[config.mk]
export PLATFORM = sky130hd
export DESIGN_NAME = cnn_mac_pipe
export DESIGN_NICKNAME = d
export VERILOG_FILES = /design/src/rtl/cnn_mac_pipe.sv
export SDC_FILE = /design/constraint.sdc
export NUM_CORES = 1
export LEC_CHECK = 0
export CORE_ASPECT_RATIO = 0.7
export CORE_MARGIN = 5
export CORE_UTILIZATION = 63
export DETAILED_ROUTE_END_ITERATION = 10
export HOLD_SLACK_MARGIN = 0.06
export PLACE_DENSITY = 0.88
export SYNTH_ARGS = -nofsm -noshare
export SYNTH_HDL_FRONTEND = slang
export SYNTH_SLANG_ARGS = --single-unit
[constraint.sdc]
create_clock -name clk -period 6.99 [get_ports clk]
set_input_delay 1.398 -clock clk [delete_from_list [all_inputs] [get_ports clk]]
set_output_delay 1.398 -clock clk [all_outputs]
set_load 0.02 [all_outputs]
[src/rtl/cnn_mac_pipe.sv]
// cnn_mac_pipe
//   Signed multiply-accumulate engine for the CNN datapath. It takes a stream of
//   (din0, din1) pairs framed by in_first/in_last, multiplies each pair through a
//   NUM_STAGE-deep pipeline and accumulates the products with saturation. Each
//   window produces one result: the accumulator is shifted right arithmetically
//   by SHIFT and then saturated to OUT_WIDTH.
//
// Ports
//   clk        rising-edge clock
//   reset      asynchronous active-low reset
//   in_valid   input beat valid
//   in_ready   input beat accepted when in_valid && in_ready
//   din0       signed operand A (activation), A_WIDTH bits
//   din1       signed operand B (weight), B_WIDTH bits
//   in_first   beat opens a new window
//   in_last    beat closes the window (may coincide with in_first)
//   out_valid  result valid
//   out_ready  downstream accepts when out_valid && out_ready
//   dout       signed scaled/saturated result, OUT_WIDTH bits
//   ovf        saturation happened somewhere in the window
//
// Handshake: a beat or result moves only on a clock edge where valid && ready.
// The whole pipeline advances together when the output register is empty or is
// being consumed (adv); otherwise every stage holds, including bubbles.

module cnn_mac_pipe #(
   parameter int A_WIDTH   = 24,
   parameter int B_WIDTH   = 8,
   parameter int ACC_WIDTH = 36,
   parameter int OUT_WIDTH = 24,
   parameter int NUM_STAGE = 2,
   parameter int SHIFT     = 6
) (
   input  logic                 clk,
   input  logic                 reset,
   input  logic                 in_valid,
   output logic                 in_ready,
   input  logic [A_WIDTH-1:0]   din0,
   input  logic [B_WIDTH-1:0]   din1,
   input  logic                 in_first,
   input  logic                 in_last,
   output logic                 out_valid,
   input  logic                 out_ready,
   output logic [OUT_WIDTH-1:0] dout,
   output logic                 ovf
);

   localparam int PW  = A_WIDTH + B_WIDTH;
   localparam int AW1 = ACC_WIDTH + 1;
   // Wide enough to compare the shifted accumulator against the output limits
   // whichever of ACC_WIDTH / OUT_WIDTH is larger.
   localparam int MW  = ((ACC_WIDTH > OUT_WIDTH) ? ACC_WIDTH : OUT_WIDTH) + 1;

   localparam logic [ACC_WIDTH-1:0] ACC_MAX = {1'b0, {(ACC_WIDTH-1){1'b1}}};
   localparam logic [ACC_WIDTH-1:0] ACC_MIN = {1'b1, {(ACC_WIDTH-1){1'b0}}};
   localparam logic [OUT_WIDTH-1:0] OUT_MAX = {1'b0, {(OUT_WIDTH-1){1'b1}}};
   localparam logic [OUT_WIDTH-1:0] OUT_MIN = {1'b1, {(OUT_WIDTH-1){1'b0}}};

   logic                        adv;
   logic [NUM_STAGE-1:0]        vld_q, first_q, last_q;
   logic signed [PW-1:0]        prod_w;
   logic signed [ACC_WIDTH-1:0] acc_q, acc_d;
   logic                        sticky_q, sticky_d;
   logic                        out_valid_q;
   logic [OUT_WIDTH-1:0]        dout_q, dout_d;
   logic                        ovf_q, ovf_d;

   assign adv       = !out_valid_q || out_ready;
   assign in_ready  = reset && adv;
   assign out_valid = out_valid_q;
   assign dout      = dout_q;
   assign ovf       = ovf_q;

   // ---------------- multiplier pipeline ----------------
   generate
      if (NUM_STAGE == 1) begin : g_one
         logic signed [PW-1:0] prod_q;
         always_ff @(posedge clk or negedge reset) begin
            if (!reset) begin
               prod_q <= '0;
            end else if (adv) begin
               prod_q <= $signed(din0) * $signed(din1);
            end
         end
         assign prod_w = prod_q;
      end else begin : g_multi
         logic signed [A_WIDTH-1:0] a_q;
         logic signed [B_WIDTH-1:0] b_q;
         logic signed [PW-1:0]      prod_q [2:NUM_STAGE];
         always_ff @(posedge clk or negedge reset) begin
            if (!reset) begin
               a_q <= '0;
               b_q <= '0;
               for (int k = 2; k <= NUM_STAGE; k++) prod_q[k] <= '0;
            end else if (adv) begin
               a_q       <= din0;
               b_q       <= din1;
               prod_q[2] <= a_q * b_q;
               for (int k = 3; k <= NUM_STAGE; k++) prod_q[k] <= prod_q[k-1];
            end
         end
         assign prod_w = prod_q[NUM_STAGE];
      end
   endgenerate

   // Control bits travel alongside the data; index NUM_STAGE-1 is the
   // product stage feeding the accumulator.
   always_ff @(posedge clk or negedge reset) begin
      if (!reset) begin
         vld_q   <= '0;
         first_q <= '0;
         last_q  <= '0;
      end else if (adv) begin
         vld_q[0]   <= in_valid;
         first_q[0] <= in_first;
         last_q[0]  <= in_last;
         for (int k = 1; k < NUM_STAGE; k++) begin
            vld_q[k]   <= vld_q[k-1];
            first_q[k] <= first_q[k-1];
            last_q[k]  <= last_q[k-1];
         end
      end
   end

   // ---------------- accumulate and scale ----------------
   logic signed [AW1-1:0]       prod_ext, base, sum;
   logic signed [ACC_WIDTH-1:0] shifted;
   logic signed [MW-1:0]        sh_ext, out_max_ext, out_min_ext;
   logic                        acc_sat, out_sat;

   always_comb begin
      prod_ext    = {{(AW1-PW){prod_w[PW-1]}}, prod_w};
      base        = first_q[NUM_STAGE-1] ? '0 : {acc_q[ACC_WIDTH-1], acc_q};
      sum         = base + prod_ext;
      // One guard bit: the top two bits differ exactly when the sum left range.
      acc_sat     = sum[AW1-1] != sum[AW1-2];
      if (acc_sat) acc_d = sum[AW1-1] ? ACC_MIN : ACC_MAX;
      else         acc_d = sum[ACC_WIDTH-1:0];
      sticky_d    = first_q[NUM_STAGE-1] ? acc_sat : (sticky_q | acc_sat);

      shifted     = acc_d >>> SHIFT;
      sh_ext      = {{(MW-ACC_WIDTH){shifted[ACC_WIDTH-1]}}, shifted};
      out_max_ext = {{(MW-OUT_WIDTH+1){1'b0}}, {(OUT_WIDTH-1){1'b1}}};
      out_min_ext = {{(MW-OUT_WIDTH+1){1'b1}}, {(OUT_WIDTH-1){1'b0}}};
      out_sat     = 1'b0;
      dout_d      = sh_ext[OUT_WIDTH-1:0];
      if (sh_ext > out_max_ext) begin
         dout_d  = OUT_MAX;
         out_sat = 1'b1;
      end else if (sh_ext < out_min_ext) begin
         dout_d  = OUT_MIN;
         out_sat = 1'b1;
      end
      ovf_d       = sticky_d | out_sat;
   end

   always_ff @(posedge clk or negedge reset) begin
      if (!reset) begin
         acc_q    <= '0;
         sticky_q <= 1'b0;
      end else if (adv && vld_q[NUM_STAGE-1]) begin
         acc_q    <= acc_d;
         sticky_q <= sticky_d;
      end
   end

   // Output register: refills in the same cycle it is consumed, so back-to-back
   // results keep out_valid high.
   always_ff @(posedge clk or negedge reset) begin
      if (!reset) begin
         out_valid_q <= 1'b0;
         dout_q      <= '0;
         ovf_q       <= 1'b0;
      end else if (adv) begin
         out_valid_q <= vld_q[NUM_STAGE-1] && last_q[NUM_STAGE-1];
         if (vld_q[NUM_STAGE-1] && last_q[NUM_STAGE-1]) begin
            dout_q <= dout_d;
            ovf_q  <= ovf_d;
         end
      end
   end

endmodule

# Word level (Yosys, flattened, before mapping)
# Index checks and enable logic that the tools add are counted.
[op_classes]
eq_ne = 1
n_div = 0
n_shift = 0
bitwise_logic = 2
magnitude_cmp = 2
reduce_logical = 6
n_mul = 1
add_sub_neg = 1
muxes = 8
[ops]
columns = ["op", "count"]
rows = [
  ["$mux W36", 2],
  ["$mux W24", 2],
  ["$add A37 B32 Y37", 1],
  ["$mux W37", 1],
  ["$mul A24 B8 Y32", 1],
  ["$gt A30 B24 Y1 const B", 1],
  ["$lt A30 B24 Y1 const B", 1],
  ["$logic_and A1 B1 Y1", 3],
  ["$mux W1", 3],
  ["$or A1 B1 Y1", 2],
  ["$reduce_and A2 Y1", 1],
  ["$logic_not A1 Y1", 1],
  ["$logic_or A1 B1 Y1", 1],
  ["$ne A1 B1 Y1", 1],
]
[word_totals]
output_inout_bits = 27
latchBits = 0
word_cells = 32
input_bits = 38
rom_bits = 0
ram_bits = 0
register_bits = 133
n_memories = 0

# Depth between registers and ports, before layout
[depth]
word_depth = 8
depth_mapped = 22
ltp_nobuf = 21

# Least setup slack after synthesis
# Ideal clock, no wire load.
[synth_path]
path_type = "reg-to-reg"
from = "register g_multi.b_q[7]"
to = "register g_multi.prod_q[29] (netlist name)"
t_arrival_ps = 5629
path_slack_ps = 1292
period_less_slack_ps = 5698
setup_ps = 69
path_stages_with_launch = 20
required_time_ps = 6921
n_path_buf = 1
path_cell_list = "dfrtp_1 -> inv_1 -> clkbuf_1 -> nor2_1 -> fa_1 -> fa_1 -> fa_1 -> inv_1 -> fa_1 -> inv_1 -> ha_1 -> a21o_1 -> o32a_1 -> nand2_1 -> a21oi_1 -> a221o_1 -> a211oi_1 -> o21bai_1 -> or4b_2 -> nand3_1"
[synth_via]
elab_chain_cells = 1
[synth_lines]
columns = ["element", "line", "text"]
rows = [
  ["start: declaration", "88", "logic signed [B_WIDTH-1:0] b_q;"],
  ["start signal: assignment", "97", "b_q <= din1;"],
  ["$mul A24 B8 Y32", "98", "prod_q[2] <= a_q * b_q;"],
  ["end: declaration", "89", "logic signed [PW-1:0] prod_q [2:NUM_STAGE];"],
]
# No other way between the ends.
# A chain may end at the register's enable or synchronous reset.

# Worst setup path after layout
# Ends and elaborated chain as after synthesis.

==> impl_metrics.yaml <==
route:
  totalWireLength_um: 35480
  drc: 0
  ant_nets: 0
  vias: 11572
  avgViaCountPerCell: 5.983
  drt_pass1_iterations: 7
  drt-initial-drc-count: 1027
  wl_per_cell_um: 18.35
logic_synthesis:
  synth_common_cells: "nand2_1 (265), inv_1 (219), fa_1 (152), dfrtp_1 (133), and2_1 (132)"
  ys_warn_count: 0
  ys_seq_area_share_pct: 23.47
  syn_nets: 1911
  async_flop_share_pct: 100.0
  ys.flop_type: "dfrtp_1"
  synth_most_common_cell: "nand2_1"
  synthDistinctLibCells: 66
  netlist_top_cells_area: "dfrtp_1 (23%), fa_1 (21%), ha_1 (8.7%)"
  postSynthAreaPerCell_um2: 8.744
  netlist_area_um2: 14180
  synth_top_area_share_pct: 23.47
  synth_top_area_cell: "dfrtp_1"
  synth_edf_count: 0
  synth_cells: 1622
  synth_seq_cells: 133
sta:
  clock_skew_ns: 0.009847
  slew_violations: 0
  max_slew.worst_pin.slew_ns: 1.053
  finalSetupTns_ns: 0
  clock.fmax_mhz: 156.6
  grt_setup_unrepaired: "false"
  period_needed_ns: 6.384
  slew_headroom_pct: 29.78
  final-hold-violation-count: 0
  post-route-period-util_pct: 91.33
  finalSetupViolCount: 0
grt:
  grt_pass1_vias: 11875
  grt_max_degree: 84
  antenna_found_initial: 1
  grt_pass1_wl_um: 59900
  gr-total-overflow: 0
  grt.total_usage_pct: 29.13
clock_tree:
  cts.repair.resized: 0
  cts_setup_buffers: 0
  clk_latency_ns: 0.44
  ctsHoldBuffers: 0
  htree_levels: 4
  root_buffer: "clkbuf_16"
  path_clk_slew_ns: 0.06
  cts_tree: "done"
  numClockSinks: 133
  cts_made_buffers: 17
  cts_max_path_buffers: 2
worst_setup_path:
  path_max_fanout: 17
  critPathArrivalTime_ns: 6.76
  worstSetupEndpointType: "flop"
  cp.required_ns: 7.36
  critical_path_class: "flop to flop"
  cp-start-kind: "flop"
layout:
  syn2layout_area_growth_pct: 9.413
  antenna_cells: 0
  fillCellCount: 1642
  drive_above_1_share_pct: 4.056
  nets: 1928
placed_design:
  dp.final_hpwl_um: 26190
  place.gp.congestion: 0.9386
  portBuffers: 64
floorplan:
  coreArea_um2: 21900
  io_pins: 65
  die_w_um: 189.3
  die_area_um2: 25660
  die_h_um: 135.5
  initial_core_util_pct: 64.75
  placementRows: 45
worst_hold_path:
  hold_class: "flop to flop"
flow_run:
  drv_cap: 0
outcome:
  status: "finished clean"
## area by class of cell
type	count	area [µm²]	area share, %
multi-input combinational	1194	9719	62.63
inverter	219	822.0	5.298
timing repair buffer	74	716.9	4.620
clock buffer	18	439.2	2.830
tap	282	352.8	2.274
clock inverter	14	138.9	0.8950
sequential	133	3328	21.45
## metal layers
layer	GRT usage, %	vias up	routed length, µm
met2	45.91	466	16220
li1	-	5301	-
met1	40.82	5708	15660
met3	6.363	93	2552
met5	0	-	31
met4	9.197	4	1022
## logic make-up (layout without fill, tap and decap cells)
| family | count (synthesis) | count (layout) | synth area share [%] |
|---|---|---|---|
| xor+xnor | 54 | 54 | 3.335 |
| fa+ha+maj | 251 | 251 | 30.19 |
| buf+inv | 295 | 325 | 8.072 |
| mux | 5 | 5 | 0.3970 |
| simple gates | 593 | 593 | 20.45 |
| flops | 133 | 133 | 23.47 |
| compound gates | 291 | 291 | 14.09 |
## registers in the layout (all words and copies together), names as in the netlist, 2 cells and up
register,flops
acc_q,36
dout,24
first_q,2
g_multi.a_q,24
g_multi.b_q,8
g_multi.prod_q,32
last_q,2
vld_q,2
## critical path: stages, from the launching register on
cell and delay (ns):
dfrtp_1 0.48, inv_1 0.52, nor2_1 0.14, fa_1 0.55
fa_1 0.56, fa_1 0.55, inv_1 0.06, fa_1 0.55
inv_1 0.05, ha_1 0.36, a21o_1 0.23, o32a_1 0.28
nand2_1 0.15, a21oi_1 0.13, a221o_1 0.42, a211oi_1 0.43
o21bai_1 0.13, or4b_2 0.62, nand3_1 0.10
## layout by cell type (no fill, tap or decap), types with 4 or more instances in the layout
| cell | count |
|---|---|
| nand2_1 | 265 |
| inv_1 | 219 |
| fa_1 | 152 |
| dfrtp_1 | 133 |
| and2_1 | 132 |
| ha_1 | 99 |
| o21ai_0 | 70 |
| a21oi_1 | 64 |
| clkdlybuf4s50_1 | 63 |
| nor2_1 | 62 |
| nor2b_1 | 36 |
| xnor2_1 | 35 |
| a21o_1 | 25 |
| a221o_1 | 25 |
| xor2_1 | 19 |
| nand2b_1 | 18 |
| o21bai_1 | 18 |
| nand3_1 | 17 |
| clkbuf_16 | 17 |
| a211oi_1 | 14 |
| a31oi_1 | 11 |
| or3_1 | 11 |
| o21a_1 | 10 |
| nand4_1 | 10 |
| buf_4 | 10 |
| nor3b_1 | 8 |
| nor3_1 | 8 |
| o211ai_1 | 7 |
| and3_1 | 7 |
| o31ai_1 | 6 |
| a31o_2 | 6 |
| inv_6 | 6 |
| nor4_1 | 5 |
| mux2_2 | 5 |
| o2111ai_1 | 4 |
## through the flow
stage / cells / util, % / cell area (µm²) / setup slack, ns / hold WS (ns)
final: 1934 / 70.85 / 15520 / 0.6060 / 0.4691
after global routing: 1934 / 70.85 / 15520 / 0.3386 / 0.4876
after CTS: 1934 / 70.85 / 15520 / 0.7090 / 0.4702
after detailed placement: 1902 / 68.21 / 14940 / 0.8361 / 0.4542
after global placement: 1902 / 68.21 / 14940 / 1.014 / 0.4502
after floorplan: 1622 / - / 14180 / 1.292 / 0.4379
## path summary, 6_finish.rpt
path,startpoint,end,slack (ns),depth (start not counted)
hold reg to reg,acc_q[18],acc_q[18],0.47,2
setup reg to reg,g_multi.b_q[7],g_multi.prod_q[29],0.61,18
min in group asynchronous,reset,g_multi.a_q[17],0.85,1
setup / recovery,g_multi.b_q[7],g_multi.prod_q[29],0.61,18
hold / removal,acc_q[18],acc_q[18],0.47,2
max in group asynchronous,reset,acc_q[7],4.44,3
Power is not shown: default switching activity piles up to over one toggle a cycle in this logic, so the estimate is an artifact.
